===== src/rtl/systemizer_pkg.sv =====
// rtl/systemizer_pkg.sv - shared op codes, FSM state type and latency helper for the systemizer row
//
// Purpose: definitions shared by the pivot issuer and the downstream elimination cells.
//   OP_*            2-bit row operation codes carried on op_out/op_in.
//   issuer_state_t  state encoding of the pivot issuer.
//   inv_latency()   number of INV cycles needed to invert one element of GF(2^width).
package systemizer_pkg;

  localparam logic [1:0] OP_PASS   = 2'b00;
  localparam logic [1:0] OP_SWAP   = 2'b01;
  localparam logic [1:0] OP_ADD    = 2'b10;
  localparam logic [1:0] OP_INVADD = 2'b11;

  typedef enum logic {
    ST_IDLE = 1'b0,
    ST_INV  = 1'b1
  } issuer_state_t;

  // a^(2^m-2): (m-2) square+multiply pairs followed by one final square.
  function automatic int inv_latency(input int width);
    return 2 * (width - 2) + 1;
  endfunction

endpackage


===== src/rtl/gf_mul_comb.sv =====
// rtl/gf_mul_comb.sv - combinational GF(2^WIDTH) multiplier
//
// Purpose: p = a * b in GF(2^WIDTH), reduced by x^WIDTH + POLY.
// Ports:
//   a  in  WIDTH  first operand
//   b  in  WIDTH  second operand
//   p  out WIDTH  reduced product
module gf_mul_comb #(
  parameter int               WIDTH = 13,
  parameter logic [WIDTH-1:0] POLY  = 13'h001B
) (
  input  logic [WIDTH-1:0] a,
  input  logic [WIDTH-1:0] b,
  output logic [WIDTH-1:0] p
);

  logic [WIDTH-1:0] acc;

  // Horner form, MSB of b first: shift the partial result up one degree,
  // fold the overflowing x^WIDTH term back in via POLY, then add a if b[i] is set.
  always_comb begin
    acc = '0;
    for (int i = WIDTH - 1; i >= 0; i--) begin
      acc = {acc[WIDTH-2:0], 1'b0} ^ (acc[WIDTH-1] ? POLY : '0) ^ (b[i] ? a : '0);
    end
    p = acc;
  end

endmodule


===== src/rtl/pivot_op_issuer.sv =====
// rtl/pivot_op_issuer.sv - diagonal pivot cell: decides pass/add/inv-add per row and issues the GF factor
//
// Purpose: consumes the pivot-column element of each streamed row and issues one
//   op/factor strobe per accepted element for the downstream elimination chain.
//   A nonzero element arriving without a held pivot becomes the pivot; its inverse
//   is computed over inv_latency(WIDTH) cycles with a single shared GF multiplier.
// Optional build macro: SYSTEMIZER_FAIL_DETECT_EN adds last_in / fail_out.
// Ports:
//   clk          in   clock
//   rst          in   asynchronous active-low reset
//   start_in     in   accepted row is row 0 of a new matrix
//   din_valid    in   row element present
//   din_ready    out  element can be accepted (IDLE only)
//   din          in   WIDTH pivot-column element
//   op_valid     out  one-cycle strobe qualifying op_out/fac_out/start_out
//   op_out       out  2 op code (00 pass, 10 add, 11 inv-add)
//   fac_out      out  WIDTH factor for downstream cells
//   start_out    out  start_in of the row that produced this op
//   pivot_found  out  a pivot is held for the current matrix
//   last_in      in   (macro) final row of the matrix, sampled on accept
//   fail_out     out  (macro) sticky: last row issued without a pivot
module pivot_op_issuer
  import systemizer_pkg::*;
#(
  parameter int               WIDTH = 13,
  parameter logic [WIDTH-1:0] POLY  = 13'h001B
) (
  input  logic             clk,
  input  logic             rst,
  input  logic             start_in,
  input  logic             din_valid,
  output logic             din_ready,
  input  logic [WIDTH-1:0] din,
  output logic             op_valid,
  output logic [1:0]       op_out,
  output logic [WIDTH-1:0] fac_out,
  output logic             start_out,
  output logic             pivot_found
`ifdef SYSTEMIZER_FAIL_DETECT_EN
  ,
  input  logic             last_in,
  output logic             fail_out
`endif
);

  localparam int INV_LAT = inv_latency(WIDTH);
  localparam int CW      = (INV_LAT > 1) ? $clog2(INV_LAT) : 1;
  localparam logic [CW-1:0] LAST_STEP = CW'(INV_LAT - 1);

  issuer_state_t    state, state_nxt;
  logic [CW-1:0]    step;
  logic [WIDTH-1:0] a_reg;
  logic [WIDTH-1:0] t_reg;
  logic [WIDTH-1:0] mul_b;
  logic [WIDTH-1:0] mul_p;
  logic             start_cap;
  logic             accept;
  logic             pf_eff;

  assign accept = din_valid & din_ready;
  // A start_in row never sees the previous matrix's pivot.
  assign pf_eff = ~start_in & pivot_found;

  // Even steps square t, odd steps multiply by a; INV_LAT is odd so the
  // sequence ends on the final square.
  assign mul_b = step[0] ? a_reg : t_reg;

  gf_mul_comb #(
    .WIDTH (WIDTH),
    .POLY  (POLY)
  ) u_mul (
    .a (t_reg),
    .b (mul_b),
    .p (mul_p)
  );

  always_ff @(posedge clk or negedge rst) begin
    if (!rst) begin
      state <= ST_IDLE;
    end else begin
      state <= state_nxt;
    end
  end

  always_comb begin
    state_nxt = state;
    din_ready = (state == ST_IDLE);
    case (state)
      ST_IDLE: begin
        if (din_valid && !pf_eff && (din != '0)) begin
          state_nxt = ST_INV;
        end
      end
      ST_INV: begin
        if (step == LAST_STEP) begin
          state_nxt = ST_IDLE;
        end
      end
      default: state_nxt = ST_IDLE;
    endcase
  end

  always_ff @(posedge clk or negedge rst) begin
    if (!rst) begin
      step        <= '0;
      a_reg       <= '0;
      t_reg       <= '0;
      start_cap   <= 1'b0;
      op_valid    <= 1'b0;
      op_out      <= OP_PASS;
      fac_out     <= '0;
      start_out   <= 1'b0;
      pivot_found <= 1'b0;
    end else begin
      op_valid <= 1'b0;
      if (accept) begin
        if (pf_eff) begin
          op_valid  <= 1'b1;
          op_out    <= OP_ADD;
          fac_out   <= din;
          start_out <= start_in;
        end else begin
          pivot_found <= 1'b0;
          if (din == '0) begin
            op_valid  <= 1'b1;
            op_out    <= OP_PASS;
            fac_out   <= '0;
            start_out <= start_in;
          end else begin
            a_reg     <= din;
            t_reg     <= din;
            step      <= '0;
            start_cap <= start_in;
          end
        end
      end else if (state == ST_INV) begin
        t_reg <= mul_p;
        step  <= step + 1'b1;
        if (step == LAST_STEP) begin
          op_valid    <= 1'b1;
          op_out      <= OP_INVADD;
          fac_out     <= mul_p;
          start_out   <= start_cap;
          pivot_found <= 1'b1;
        end
      end
    end
  end

`ifdef SYSTEMIZER_FAIL_DETECT_EN
  // Only a pass op leaves pivot_found low, so a failing last row is always
  // issued on the accept edge. Set has priority over the start_in clear so a
  // single-row all-zero matrix still reports failure.
  always_ff @(posedge clk or negedge rst) begin
    if (!rst) begin
      fail_out <= 1'b0;
    end else begin
      if (accept && start_in) begin
        fail_out <= 1'b0;
      end
      if (accept && !pf_eff && (din == '0) && last_in) begin
        fail_out <= 1'b1;
      end
    end
  end
`endif

endmodule


===== config.mk =====
export PLATFORM = sky130hd
export DESIGN_NAME = pivot_op_issuer
export DESIGN_NICKNAME = d
export VERILOG_FILES = /design/src/rtl/systemizer_pkg.sv /design/src/rtl/gf_mul_comb.sv /design/src/rtl/pivot_op_issuer.sv
export SDC_FILE = /design/constraint.sdc
export NUM_CORES = 1
export LEC_CHECK = 0
export CAP_MARGIN = 30
export CORE_MARGIN = 5
export CORE_UTILIZATION = 40
export CTS_CLUSTER_DIAMETER = 200
export CTS_CLUSTER_SIZE = 16
export DETAILED_ROUTE_END_ITERATION = 10
export HOLD_SLACK_MARGIN = 0.12
export SYNTH_ARGS = -nofsm -noshare
export SYNTH_HDL_FRONTEND = slang
export SYNTH_SLANG_ARGS = --single-unit

===== constraint.sdc =====
create_clock -name clk -period 5.9 [get_ports clk]
set_clock_uncertainty 0.15 [all_clocks]
set_input_delay 1.77 -clock clk [delete_from_list [all_inputs] [get_ports clk]]
set_output_delay 1.77 -clock clk [all_outputs]
set_load 0.005 [all_outputs]

==> results of run 1 <==
==> metal layers <==
metal,vias up,wire [µm],track usage (%)
li1,2301,-,-
met1,2409,7210,28.3
met2,184,7860,33.3
met3,15,892,1.78
met4,0,232,4.98
met5,-,0,0
==> synth_stat cells (5+ instances only) <==
cell and count:
sky130_fd_sc_hd__nor3_1 7, sky130_fd_sc_hd__a221oi_1 5, sky130_fd_sc_hd__buf_1 8, sky130_fd_sc_hd__inv_1 10, sky130_fd_sc_hd__a21oi_1 41, sky130_fd_sc_hd__xnor2_1 95, sky130_fd_sc_hd__nor2_1 32, sky130_fd_sc_hd__o21ai_0 31
sky130_fd_sc_hd__dfrtp_1 51, sky130_fd_sc_hd__nand2b_1 6, sky130_fd_sc_hd__buf_2 15, sky130_fd_sc_hd__mux2_2 22, sky130_fd_sc_hd__a22oi_1 7, sky130_fd_sc_hd__xor2_1 41, sky130_fd_sc_hd__nand2_1 198, sky130_fd_sc_hd__buf_4 5
sky130_fd_sc_hd__xnor3_1 11, sky130_fd_sc_hd__clkbuf_1 30, sky130_fd_sc_hd__nand3_1 11
==> cell usage in the layout (no fill, tap or decap), types with 3 or more instances in the layout <==
cell,netlist,routed
sky130_fd_sc_hd__nand2_1,198,198
sky130_fd_sc_hd__xnor2_1,95,95
sky130_fd_sc_hd__dfrtp_1,51,50
sky130_fd_sc_hd__a21oi_1,41,41
sky130_fd_sc_hd__xor2_1,41,41
sky130_fd_sc_hd__clkdlybuf4s50_1,0,34
sky130_fd_sc_hd__nor2_1,32,32
sky130_fd_sc_hd__o21ai_0,31,31
sky130_fd_sc_hd__mux2_2,22,22
sky130_fd_sc_hd__nand3_1,11,11
sky130_fd_sc_hd__xnor3_1,11,11
sky130_fd_sc_hd__inv_1,10,10
sky130_fd_sc_hd__buf_4,5,8
sky130_fd_sc_hd__nor3_1,7,7
sky130_fd_sc_hd__a22oi_1,7,7
sky130_fd_sc_hd__nand2b_1,6,6
sky130_fd_sc_hd__a221oi_1,5,5
sky130_fd_sc_hd__clkbuf_16,0,5
sky130_fd_sc_hd__nand4_1,4,4
sky130_fd_sc_hd__a21o_1,4,4
sky130_fd_sc_hd__o21ai_1,4,4
sky130_fd_sc_hd__o22ai_1,4,4
sky130_fd_sc_hd__a31oi_1,4,4
sky130_fd_sc_hd__or3_1,4,4
sky130_fd_sc_hd__nor2b_1,3,3
sky130_fd_sc_hd__a211oi_1,3,3
sky130_fd_sc_hd__xor3_1,3,3
==> kinds of logic after synthesis <==
logic type	after synthesis	synth area share (%)
buf+inv	70	5.71
xor+xnor	155	30.0
fa+ha+maj	2	0.464
simple gates	277	21.1
flops	51	23.7
compound gates	121	13.7
mux	25	5.25
==> final cells by class <==
| class | instances | share of cell area [%] |
|---|---|---|
| Multi-Input combinational cell | 580 | 64.3 |
| Sequential cell | 51 | 21.6 |
| Timing Repair Buffer | 43 | 6.85 |
| Tap cell | 176 | 3.72 |
| Clock buffer | 6 | 2.18 |
| Inverter | 11 | 0.698 |
| Clock inverter | 2 | 0.656 |
==> how the worst max path moves through the flow <==
stage                 to  slack (ns)  cells past startpoint
2_1_floorplan   a_reg[0]        1.94                      6
3_3_place_gp   start_out        1.11                      8
3_5_place_dp   op_out[1]        1.02                      8
4_1_cts        op_out[1]        1.31                      8
5_1_grt        start_out        0.89                      8
6_report       op_out[1]        1.27                      8
==> stage by stage <==
stage / cell area, µm² / util, %
after detailed placement: 5750 / 43.4
after global routing: 5920 / 44.7
after global placement: 5750 / 43.4
after floorplan: 5390 / -
after CTS: 5920 / 44.7
final: 5920 / 44.7
==> worst max-delay path, delay by kind of cell <==
kind | cells | cell delay [ns]
compound gates | 2 | 0.37
simple gates | 4 | 1.67
buf+inv | 2 | 0.88
==> flow_results.org, run 1 <==
** Run status
- The run finished with clean final reports.

** Timing
- Setup repair after global routing left no endpoint under its margin.
- Smallest setup slack after layout :: 1.27 ns
- Summed negative setup slack over all endpoints :: 0 ns
- Relative slew slack :: 33.9%
- Count of final hold-check violations :: 0
- For the pin with the worst max-slew slack, the measured transition is 0.992 ns.
- The number of pins exceeding their max-slew limit in the final report came to 0.
- Number of setup violations in the final report :: 0
- Timing would allow up to 216 MHz.
- The worst path uses 78.6% of the clock period.
- Minimum clock period :: 4.63 ns
- Hold is met by 0.345 ns.

** Critical path
- In this run the worst path has a maximum fanout of 14.
- Tracing the worst setup path back leads to its startpoint at din[11].
- Cell-by-cell trace of the critical path :: clkdlybuf4s50_1 > or4_1 > nor4_1 > o21ai_0 > and2_0 > inv_1 > nor2_1 > a31oi_1
- For the worst setup path, the data arrival time is 4.69 ns.
- The worst setup path is of the input pin to flop kind.
- For this run, the slowest stage of the critical path takes 0.59 ns.
- Worst-case register-to-register setup slack :: 1.90 ns
- Counting cells, the worst reg-to-reg path comes to 10.
- Worst R2R End :: t_reg[3]
- Startpoint of the worst register-to-register path :: step[0]
- Capturing element type of the critical path :: flop
- STA puts the critical path data required time at 5.96 ns.
- The worst setup path is launched from an input pin.
- Slowest stage cell, crit path :: sky130_fd_sc_hd__nor4_1

** Yosys
- Sequential element share of the synthesized area :: 23.7%
- Cells after Synth :: 701
- Synthesized area :: 5390 µm²
- Cell types with the largest area share after synthesis :: sky130_fd_sc_hd__dfrtp_1 (24%), sky130_fd_sc_hd__xnor2_1 (15%), sky130_fd_sc_hd__nand2_1 (14%), sky130_fd_sc_hd__xor2_1 (6.7%), sky130_fd_sc_hd__mux2_2 (4.6%)
- Counting every net in the synthesized netlist gives 720.
- Yosys printed 0 warnings.
- In this run, synthesis produced a sequential element count of 51.
- In the synthesized netlist the dominant register cell turns out to be sky130_fd_sc_hd__dfrtp_1.
- A synthesized cell averages 7.69 µm².
- In this run the biggest area consumer among cell types represents 23.7% of the synthesized area.
- Cell taking the most area after synthesis :: sky130_fd_sc_hd__dfrtp_1
- The synthesized design contains 0 enable-type register cells.
- The netlist uses 57 different library cells.
- In the synthesized netlist the async set-or-reset flop fraction comes to 100%.

** Job
- Max-cap violation count :: 0

** Route
- In this run, the number of DRC markers left after iteration 0 of detailed routing was 507.
- Ratio of routed vias to standard cells :: 5.65
- In the final routed layout, each cell accounts on average for 18.6 µm.
- The routed layout has 4,909 vias.
- For this run, design rule violations remaining after detail routing come to 0.
- Detail Route Antenna Nets :: 0
- First-pass iteration count of the detailed router :: 7
- Wires add up to 16,200 µm.

** Placement
- Placed insts :: 861
- Detailed placement HPWL :: 11,000 µm
- OpenSTA, run right after detailed placement, puts the worst setup slack at 1.02 ns.
- Number of buffers inserted by port buffering :: 35
- Placer's final routability congestion estimate :: 0.872

** Worst hold path
- Worst Hold Class :: flop to flop
- Sink of the worst hold path :: op_out[0]
- Along the worst hold path, the cell count comes to 2.
- Startpoint of the worst hold path :: op_out[0]

** CTS
- Gates resized during post-CTS repair numbered 0.
- Clock tree synthesis selected as its root buffer the cell sky130_fd_sc_hd__clkbuf_16.
- After clock tree synthesis, the clock-pin slew on the worst setup and hold paths is 0.07 ns.
- TritonCTS built the clock tree.
- Clock latency reported for the late side of the worst-skew pair :: 0.29 ns
- CTS Sinks :: 51
- Once the clock tree was built, the setup fixing pass inserted 0 buffers.
- Maximum number of buffers from clock root to sink :: 2
- H-tree levels :: 2
- Hold repair after CTS inserted 0 buffers.
- Clock buffer count from CTS :: 5

** Die
- Height of the chip :: 126 µm
- The total area inside the core boundary comes to 13,200 µm².
- DIE AREA :: 15,900 µm²
- Die Width :: 126 µm
- Floorplan row count :: 42
- 36 I/O pins were placed.
- The initial utilization of the core area, before any placement, comes to 40.7%.

** Global route
- The first global-routing pass estimated 26,100 µm of wire.
- Number of antenna violations at the first check in global routing :: 0
- The number of global-route vias before repair came to 4,831.
- Entering global routing, the biggest net connects 52 pins.
- Residual overflow from global routing :: 0
- Global routing consumed, over all layers together, 20.1% of the routing resources.

** Finish
- Sequential Area :: 1280 µm²
- 0 antenna diodes ended up in the layout.
- Final Non-Filler Cells :: 869
- Filler cells :: 1,337
- Compared with the post-synthesis result, the final layout area differs by 9.80%.
- Area occupied by multi-input gates :: 3800 µm²
- Cells with a size suffix above 1 make up 6.93% of the layout.
- At the end of the flow, the number of nets in the layout was 711.
Power of run 1 is left out: the tool's default activity adds up to more than one toggle a clock period on the data nets, which glitch-free logic cannot reach.
==> run 2, diff against run 1 <==
Clock period 5.9 ns to 4.8 ns, I/O delays scaled along.
==> flow_results.org, run 2 (synthesis gave the netlist of run 1 again) <==
** CTS
- Clock tree synthesis selected as its root buffer the cell sky130_fd_sc_hd__clkbuf_16.
- The clock transition at the registers of the reported paths was 0.06 ns (about the same).
- Clock latency reported for the late side of the worst-skew pair :: 0.29 ns (about the same)
- Maximum number of buffers from clock root to sink :: 2 (unchanged)
- Hold-fix buffer count after cts :: 0 (unchanged)
- Clock buffer count from CTS :: 5 (unchanged)
- Post-CTS setup buffer count :: 0 (unchanged)
- The count of H-tree levels built during CTS came to 2 (unchanged).
- CTS Sinks :: 51 (unchanged)
- The number of gates given a new drive strength after cts is 0 (unchanged).
- TritonCTS built the clock tree.

** Finish
- The antenna diode count was 0 (unchanged).
- The fraction of layout cells with a size suffix above 1 is 7.59% (+0.67 points).
- The finished layout cell area was 5930 µm² (+0.21%).
- Most common cell after layout, fill and taps aside :: sky130_fd_sc_hd__nand2_1
- Layout area overhead :: 10.0%
- The number of nets in the final layout was 716 (+0.70%).
- The library cells used most frequently in the layout, excluding fill and tap cells, are sky130_fd_sc_hd__nand2_1 (198), sky130_fd_sc_hd__xnor2_1 (95), sky130_fd_sc_hd__dfrtp_1 (50).
- The post-route core utilization came to 44.8% (+0.094 points).

** Die
- Height of the chip :: 126 µm (unchanged)
- The core area is 13,200 µm² (unchanged).
- Effective utilization at floorplan :: 40.7% (unchanged)
- The chip width was 126 µm (unchanged).
- Number of top-level pins :: 36 (unchanged)
- Floorplan row count :: 42 (unchanged)
- DIE AREA :: 15,900 µm² (unchanged)

** Timing
- Number of setup violations in the final report :: 0 (unchanged)
- Share of the cycle needed by the critical path after routing :: 91.4%
- Minimum clock period :: 4.39 ns
- Setup repair after global routing left no endpoint under its margin.
- Count of final hold-check violations :: 0 (unchanged)
- The setup TNS was 0 ns (unchanged).
- Relative slew slack :: 30.9% (-3.0 points)
- FMAX :: 228 MHz
- The pin slew with the least headroom to its limit is 1.04 ns (+0.0448 ns).
- Fin Hold WS :: 0.351 ns (+0.00575 ns)
- Fin. max-slew vios :: 0 (unchanged)

** Worst hold path
- The startpoint identified for the worst hold timing path is op_out[0].
- Hold Path Stages :: 2 (unchanged)
- In this run the worst hold path is classified as flop to flop.
- For hold timing, the worst endpoint is op_out[0].

** Placement
- The post-place instance area came to 5790 µm² (+0.65%).
- The port buffer count is 35 (unchanged).
- Placer's final routability congestion estimate :: 0.872 (about the same)
- The HPWL after detailed placement came to 11,300 µm (+2.8%).

** Critical path
- Worst-case register-to-register setup slack :: 1.06 ns (-0.84 ns)
- STA classifies the critical path endpoint as a flop.
- Number of buffers and inverters on the critical path :: 2 (unchanged)
- The critical path is of the input pin to flop type.
- Longest individual stage delay on the worst path :: 0.63 ns (+0.04 ns)
- Slowest stage cell, crit path :: sky130_fd_sc_hd__nor4_1
- Traced cell by cell, the critical path runs through clkdlybuf4s50_1 > or4_1 > nor4_1 > o21ai_0 > and2_0 > inv_1 > nor2_1 > a21oi_1.
- Tracing the worst setup path back leads to its startpoint at din[10].
- On the critical path the largest part of the delay comes from simple AND/OR/NAND/NOR gates.
- Largest driver fanout on the critical path :: 14 (unchanged)
- CP arrival :: 4.44 ns (-0.25 ns)
- In this run the critical register-to-register path is launched from step[0].
- Worst EP required :: 4.86 ns (-1.10 ns)
- Worst R2R End :: t_reg[3]
- Nature of the critical path startpoint :: input pin
- The logic depth of the worst register-to-register path was 9 (-1).

** Route
- First-pass iteration count of the detailed router :: 5 (-2)
- The routed wire length came to 16,400 µm (+1.0%).
- Number of vias in the routed layout :: 4,953 (+0.90%)
- Wire length per cell :: 18.7 µm (+0.45%)
- Final routed DRC violation total :: 0 (unchanged)
- The count of nets left with antenna violations after detail routing is 0 (unchanged).
- The routed via count divided by cell count is 5.67 (+0.32%).
- Iteration-0 DRC Markers :: 473 (-6.7%)

** Global route
- The first-pass GRT wire length was 26,600 µm (+1.6%).
- Maximum number of pins on one net before global-route repair :: 40 (-23%)
- The initial antenna violation count came to 0 (unchanged).
- The number of global-route vias before repair came to 4,791 (-0.83%).
- Residual overflow from global routing :: 0 (unchanged)
- The total global routing track utilization was 20.5% (+0.45 points).

** Run status
- The run finished with clean final reports.

** Job
- Max-cap violation count :: 0 (unchanged)
==> run 2: cell type report <==
class	count	area, µm²
timing repair buffer	48	443
inverter	11	41.3
clock inverter	2	13.8
fill	1355	7310
clock buffer	6	129
multi-input combinational	580	3800
sequential	51	1280
tap	176	220
==> run 2: how the worst max path moves through the flow <==
| stage | to | slack (ns) | depth (start not counted) |
|---|---|---|---|
| 2_1_floorplan | a_reg[0] | 1.17 | 6 |
| 3_3_place_gp | start_out | 0.32 | 8 |
| 3_5_place_dp | start_out | 0.24 | 8 |
| 4_1_cts | fac_out[9] | 0.52 | 8 |
| 5_1_grt | fac_out[9] | 0.24 | 8 |
| 6_report | fac_out[12] | 0.41 | 8 |
==> run 2: worst reg2reg max path, cell delays in order (launching register included) <==
cell                        delay (ns)
sky130_fd_sc_hd__dfrtp_2          0.62
sky130_fd_sc_hd__inv_1            0.37
sky130_fd_sc_hd__buf_4            0.28
sky130_fd_sc_hd__o21ai_0          0.12
sky130_fd_sc_hd__a2111oi_0        0.54
sky130_fd_sc_hd__xnor3_1          0.38
sky130_fd_sc_hd__xor3_1           0.47
sky130_fd_sc_hd__xnor2_1          0.19
sky130_fd_sc_hd__xor2_1           0.36
sky130_fd_sc_hd__a21oi_1          0.13
==> run 2: stage by stage <==
step           std cells  setup slack [ns]
2_1_floorplan        701              1.17
6_report             874             0.414
5_1_grt              874             0.241
3_3_place_gp         866             0.322
3_5_place_dp         866             0.236
4_1_cts              874             0.524
==> run 2: metal layers <==
layer / up-vias / GRT usage, % / wire (µm)
met4: 0 / 6.94 / 414
met5: - / 0 / 0
li1: 2303 / - / -
met2: 202 / 32.5 / 7740
met1: 2420 / 29.0 / 7190
met3: 28 / 2.50 / 1020
Power of run 2 is left out for the same reason.
